## config.mk

```make
export PLATFORM = sky130hd
export DESIGN_NAME = qam16_demapper
export DESIGN_NICKNAME = d
export VERILOG_FILES = /design/src/rtl/qam16_pkg.sv /design/src/rtl/qam16_slicer.sv /design/src/rtl/qam16_demapper.sv
export SDC_FILE = /design/constraint.sdc
export NUM_CORES = 1
export LEC_CHECK = 0
export ABC_AREA = 1
export CAP_MARGIN = 40
export CORE_MARGIN = 2
export CORE_UTILIZATION = 48
export CTS_CLUSTER_DIAMETER = 150
export DETAILED_ROUTE_END_ITERATION = 16
export GPL_TIMING_DRIVEN = 0
export PLACE_DENSITY = 0.95
export REMOVE_ABC_BUFFERS = 1
export SLEW_MARGIN = 20
export SYNTH_ARGS = -nofsm -noshare
export SYNTH_HDL_FRONTEND = slang
export SYNTH_SLANG_ARGS = --single-unit
```

## constraint.sdc

```tcl
create_clock -name clk -period 2.24 [get_ports clk]
set_input_delay 0.448 -clock clk [delete_from_list [all_inputs] [get_ports clk]]
set_output_delay 0.448 -clock clk [all_outputs]
set_load 0.1 [all_outputs]
```

## src/rtl/qam16_pkg.sv

```systemverilog
// Shared constants and types for the 16-QAM hard-decision demapper.
// Levels and thresholds are Q5.11 two's complement.
package qam16_pkg;

    localparam int SAMP_W = 16;

    localparam logic signed [SAMP_W-1:0] LVL_P3 = 16'sh1800;
    localparam logic signed [SAMP_W-1:0] LVL_P1 = 16'sh0800;
    localparam logic signed [SAMP_W-1:0] LVL_N1 = 16'shF800;
    localparam logic signed [SAMP_W-1:0] LVL_N3 = 16'shE800;
    localparam logic signed [SAMP_W-1:0] THR_P  = 16'sh1000;
    localparam logic signed [SAMP_W-1:0] THR_N  = 16'shF000;

    typedef enum logic {EMPTY, HALF} pack_state_t;

    typedef logic [3:0] sym_t;

    // Nearest ideal level on either axis; the decision regions are axis independent.
    function automatic logic signed [SAMP_W-1:0] ideal_level(input logic signed [SAMP_W-1:0] v);
        if (v <= THR_N)
            return LVL_N3;
        else if (v[SAMP_W-1])
            return LVL_N1;
        else if (v < THR_P)
            return LVL_P1;
        else
            return LVL_P3;
    endfunction

endpackage

```

## src/rtl/qam16_slicer.sv

```systemverilog
// Combinational single-axis slicer: maps one Q5.11 coordinate to its two symbol bits.
// AXIS_IMAG selects the quadrature bit mapping instead of the in-phase one.
module qam16_slicer
    import qam16_pkg::*;
#(
    parameter bit AXIS_IMAG = 1'b0
) (
    input  logic signed [SAMP_W-1:0] x,
    output logic        [1:0]        bits
);

    always_comb begin
        bits = 2'b00;
        if (!AXIS_IMAG) begin
            if (x <= THR_N)
                bits = 2'b00;
            else if (x[SAMP_W-1])
                bits = 2'b01;
            else if (x < THR_P)
                bits = 2'b11;
            else
                bits = 2'b10;
        end else begin
            if (x >= THR_P)
                bits = 2'b00;
            else if (!x[SAMP_W-1])
                bits = 2'b01;
            else if (x > THR_N)
                bits = 2'b11;
            else
                bits = 2'b10;
        end
    end

endmodule

```

## src/rtl/qam16_demapper.sv

```systemverilog
// Hard-decision 16-QAM demapper: slice I/Q, pack symbol pairs into bytes with frame marking.
// Define QAM16_DEMAP_EVM_EN to add the per-frame error accumulator (err_sum/err_valid).
module qam16_demapper
    import qam16_pkg::*;
#(
    parameter int IN_W  = 16,
    parameter int OUT_W = 8,
    parameter int CNT_W = 16
) (
    input  logic                    clk,
    input  logic                    rst,
    input  logic signed [IN_W-1:0]  inR,
    input  logic signed [IN_W-1:0]  inI,
    input  logic                    in_valid,
    input  logic                    in_last,
    output logic                    in_ready,
    output logic        [OUT_W-1:0] out_byte,
    output logic                    out_valid,
    output logic                    out_last,
    input  logic                    out_ready,
    output logic        [CNT_W-1:0] frame_cnt
`ifdef QAM16_DEMAP_EVM_EN
    ,
    output logic        [23:0]      err_sum,
    output logic                    err_valid
`endif
);

    logic [1:0]  bits_r, bits_i;
    sym_t        sym_in;
    logic        accept;

    sym_t        sym_p1;
    logic        last_p1;
    logic        vld_p1;

    pack_state_t state_q, state_d;
    sym_t        held_q;
    logic        xfer, emit;
    logic [OUT_W-1:0] byte_d;

    qam16_slicer #(.AXIS_IMAG(1'b0)) u_slice_r (.x(inR), .bits(bits_r));
    qam16_slicer #(.AXIS_IMAG(1'b1)) u_slice_i (.x(inI), .bits(bits_i));

    assign sym_in   = {bits_r, bits_i};
    assign in_ready = !vld_p1 || xfer;
    assign accept   = in_valid && in_ready;

    // ---- stage 0 -> stage 1: sliced symbol register
    always_ff @(posedge clk or posedge rst) begin
        if (rst)
            vld_p1 <= 1'b0;
        else if (accept)
            vld_p1 <= 1'b1;
        else if (xfer)
            vld_p1 <= 1'b0;
    end

    always_ff @(posedge clk) begin
        if (accept) begin
            sym_p1  <= sym_in;
            last_p1 <= in_last;
        end
    end

    // Storing a first nibble needs no output slot, so it never waits on out_ready.
    always_comb begin
        xfer    = vld_p1 && ((state_q == EMPTY && !last_p1) || !out_valid || out_ready);
        emit    = xfer && (state_q == HALF || last_p1);
        state_d = state_q;
        if (xfer)
            state_d = (state_q == EMPTY && !last_p1) ? HALF : EMPTY;
        byte_d  = (state_q == HALF) ? {held_q, sym_p1} : {sym_p1, 4'h0};
    end

    // ---- stage 1 -> stage 2: packer and output register
    always_ff @(posedge clk or posedge rst) begin
        if (rst)
            state_q <= EMPTY;
        else
            state_q <= state_d;
    end

    always_ff @(posedge clk) begin
        if (xfer && state_q == EMPTY && !last_p1)
            held_q <= sym_p1;
    end

    always_ff @(posedge clk or posedge rst) begin
        if (rst) begin
            out_byte  <= '0;
            out_valid <= 1'b0;
            out_last  <= 1'b0;
        end else if (emit) begin
            out_byte  <= byte_d;
            out_valid <= 1'b1;
            out_last  <= last_p1;
        end else if (out_ready) begin
            out_valid <= 1'b0;
        end
    end

    always_ff @(posedge clk or posedge rst) begin
        if (rst)
            frame_cnt <= '0;
        else if (out_valid && out_ready && out_last)
            frame_cnt <= frame_cnt + 1'b1;
    end

`ifdef QAM16_DEMAP_EVM_EN
    logic [17:0] err_in;
    logic [17:0] err_p1;
    logic [23:0] acc_q;

    function automatic logic [16:0] abs_err(input logic signed [SAMP_W-1:0] v);
        logic signed [SAMP_W-1:0] lvl;
        logic signed [16:0]       d;
        lvl = ideal_level(v);
        d   = {v[SAMP_W-1], v} - {lvl[SAMP_W-1], lvl};
        return d[16] ? -d : d;
    endfunction

    function automatic logic [23:0] sat_add(input logic [23:0] a, input logic [17:0] b);
        logic [24:0] s;
        s = {1'b0, a} + {7'b0, b};
        return s[24] ? 24'hFFFFFF : s[23:0];
    endfunction

    assign err_in = {1'b0, abs_err(inR)} + {1'b0, abs_err(inI)};

    always_ff @(posedge clk) begin
        if (accept)
            err_p1 <= err_in;
    end

    // The closing symbol loads the total in the same cycle its byte is emitted.
    always_ff @(posedge clk or posedge rst) begin
        if (rst) begin
            acc_q     <= '0;
            err_sum   <= '0;
            err_valid <= 1'b0;
        end else begin
            err_valid <= 1'b0;
            if (xfer) begin
                if (last_p1) begin
                    err_sum   <= sat_add(acc_q, err_p1);
                    err_valid <= 1'b1;
                    acc_q     <= '0;
                end else begin
                    acc_q <= sat_add(acc_q, err_p1);
                end
            end
        end
    end
`endif

endmodule

```

==> reports/qor.csv <==
metric,value,unit
Worst path top cell family by delay,buffers and inverters,
WL per Instance,15.0,um
achievable frequency,485,MHz
Via-to-Cell Ratio,5.19,
Post-Syn Area,1860,um2
hold-fix buffers at CTS,0,
Max Cap Violations,0,
min Tclk post-route,2.06,ns
Synth Flop Type,dfrtp_1,
Max IR drop VDD,503,uV
final clock skew,0.00338,ns
hpwl dp,4100,um
crit path DAT,1.61,ns
"Avg Cell Area, Syn",8.50,um2
Crit path required time,1.79,ns
asr flop ratio synth,75.7,%
Area contributors post-synth,"dfrtp_1 38%, edfxtp_1 15%, nand2_1 13%, nor2_1 6.1%, inv_1 5.2%",
die width,66.3,um
WS Path Type,register to output pin,
final worst slack,0.178,ns
fill count,189,
final worst-path cycle share,92.0,%
RSZ-0062 raised after global routing,false,
post-synth top area share,37.7,%
Min-Delay Startpoint,out_byte[7],
"Buf+Inv Stages, Crit Path",2,
Max Slew Vio Count,0,
Mapped Cells,219,
largest net degree at the start of global routing,17,
first-pass GRT wire length,9410,um
hold depth,2,
Post-Route WL,5420,um
CTS clock-pin slew for the worst setup and hold paths,0.07,ns
Final Hold Viols,0,
cell taking the most area after synthesis,dfrtp_1,
Yosys reg bits,37,
routed via count,1877,
crit path max-delay cell type,clkdlybuf4s50_1,
Pre-antenna DRT Iters,4,
CORE AREA,3690,um2
"Clk Latency, worst-skew pair",0.29,ns
reg2reg setup slack,0.77,ns
Final ANT Viol Nets,0,
worst-margin pin slew,0.618,ns
num ports,64,
H-Tree Depth,2,
synth cell count leaders,"65 x nand2_1, 30 x nor2_1, 28 x dfrtp_1",
worst-case clock buffer depth,2,
CTS tree,yes,
FP Rows,22,
drt drc,0,
FF-to-FF path depth,6,
leak pwr,0.00141,uW
root buffer cell,clkbuf_8,
PortBufs,63,
"Warnings, synthesis",0,
"Distinct cells, synth",27,
GRT Overall Usage,28.9,%
initial core utilization,50.4,%
Worst Hold End,out_byte[7],
initial antenna violation count,0,
number of global-route vias before repair,2034,
cell with the most instances after synthesis,nand2_1,
Cell Pwr Density,1010,nW/um2
worst r2r src,frame_cnt[3],
"EDFF count, synth",9,
"Setup Fix Bufs, Post-CTS",0,
full die area,4390,um2
Crit Path Max Fanout,5,
Hold Path Class,register to register,
setup violators final,0,
dpl ws,-0.227,ns
CP max stage delay,0.64,ns
dpl cells,355,
final non-filler cell total,362,
routability congestion estimate,0.868,
Setup crit start kind,register,
run status,"complete, no violations",
cells along the critical path,"clkdlybuf4s50_1, buf_16",
layout net count,351,
share of cells above drive strength 1,17.5,%
initial DRC count,226,
overall power,3090,uW
clock sinks,37,
Die H,66.3,um
slew margin rel.,58.8,%
Critical R2R Capture,frame_cnt[11],
CTS buffer count,5,
Overflow after GRT,0,
part of the Yosys area used for sequential elements,52.2,%
area delta synth->final,63.6,%
antenna diode count,0,
final hold slack,0.488,ns
crit path capture type,output pin,
-- worst max-delay path by stage --
stage                end  startpoint  cells past startpoint  slack (ns)
3_3_place_gp    in_ready   out_ready                      4       -0.60
2_1_floorplan    last_p1   out_valid                      3       -0.70
6_report       out_valid   out_valid                      2        0.18
5_1_grt        out_valid   out_valid                      2        0.15
4_1_cts        out_valid   out_valid                      2        0.16
3_5_place_dp    in_ready   out_ready                      5       -0.23
-- flip-flops by register name, summed over array words and instances (netlist names) --
register	cells
last_p1	1
state_q	1
vld_p1	1
out_valid	1
out_byte	8
frame_cnt	16
held_q	4
out_last	1
sym_p1	4
-- power breakdown --
group	internal (uW)	leakage, uW	switching, uW
combinational	605	0.000924	1080
sequential	820	0.000450	128
clock	219	0.0000374	236
total	1640	0.00141	1440
-- worst reg2reg max path, stage by stage (launching register included) --
cell,delay (ns)
dfrtp_1,0.46
nand2_1,0.15
nor2_2,0.28
nand2_1,0.16
nor2_2,0.15
nor2_1,0.06
nor2_1,0.14
-- placed cells by master (no fill, tap or decap), drive strengths merged, types with 5 or more instances in the layout --
| master | count |
|---|---|
| nand3 | 12 |
| clkdlybuf4s50 | 61 |
| nand2 | 70 |
| nor2 | 36 |
| dfrtp | 28 |
| buf | 28 |
| o21ai | 8 |
| edfxtp | 9 |
| clkbuf | 6 |
| xor2 | 5 |
| inv | 28 |
-- per-stage QoR --
stage	cell area (um2)	TNS [ns]	utilization (%)
2_1_floorplan	1840	-4.43	-
3_3_place_gp	2530	-0.600	68.6
3_5_place_dp	2960	-0.227	80.3
4_1_cts	3040	0	82.5
5_1_grt	3040	0	82.5
6_report	3040	0	82.5
-- layer usage --
metal / global-route usage (%) / wire length, um / vias up
met5: 0 / 0 / -
met4: 17.9 / 261 / 0
met3: 5.45 / 270 / 27
met2: 49.5 / 2870 / 89
met1: 33.1 / 2010 / 892
li1: - / - / 869
-- kinds of logic after synthesis --
family | after synthesis | synth area share, %
compound gates | 14 | 4.51
xor+xnor | 8 | 3.77
fa+ha+maj | 1 | 0.672
buf+inv | 31 | 6.86
flops | 37 | 52.2
simple gates | 128 | 32.0
-- timing repair --
action,CTS,global route
gates resized for setup,3,0
hold endpoints to repair,0,0
endpoints found under the setup margin,1,0
-- final cells by class --
| cell class | instances | area, um2 | area share (%) |
|---|---|---|---|
| clock buffer | 6 | 72.6 | 2.38 |
| clock inverter | 2 | 15.0 | 0.493 |
| inverter | 28 | 105 | 3.45 |
| multi-input combinational | 151 | 762 | 25.0 |
| sequential | 37 | 972 | 31.9 |
| tap | 48 | 60.1 | 1.97 |
| timing repair buffer | 90 | 1060 | 34.7 |
Power figures use the tool's default switching activity.
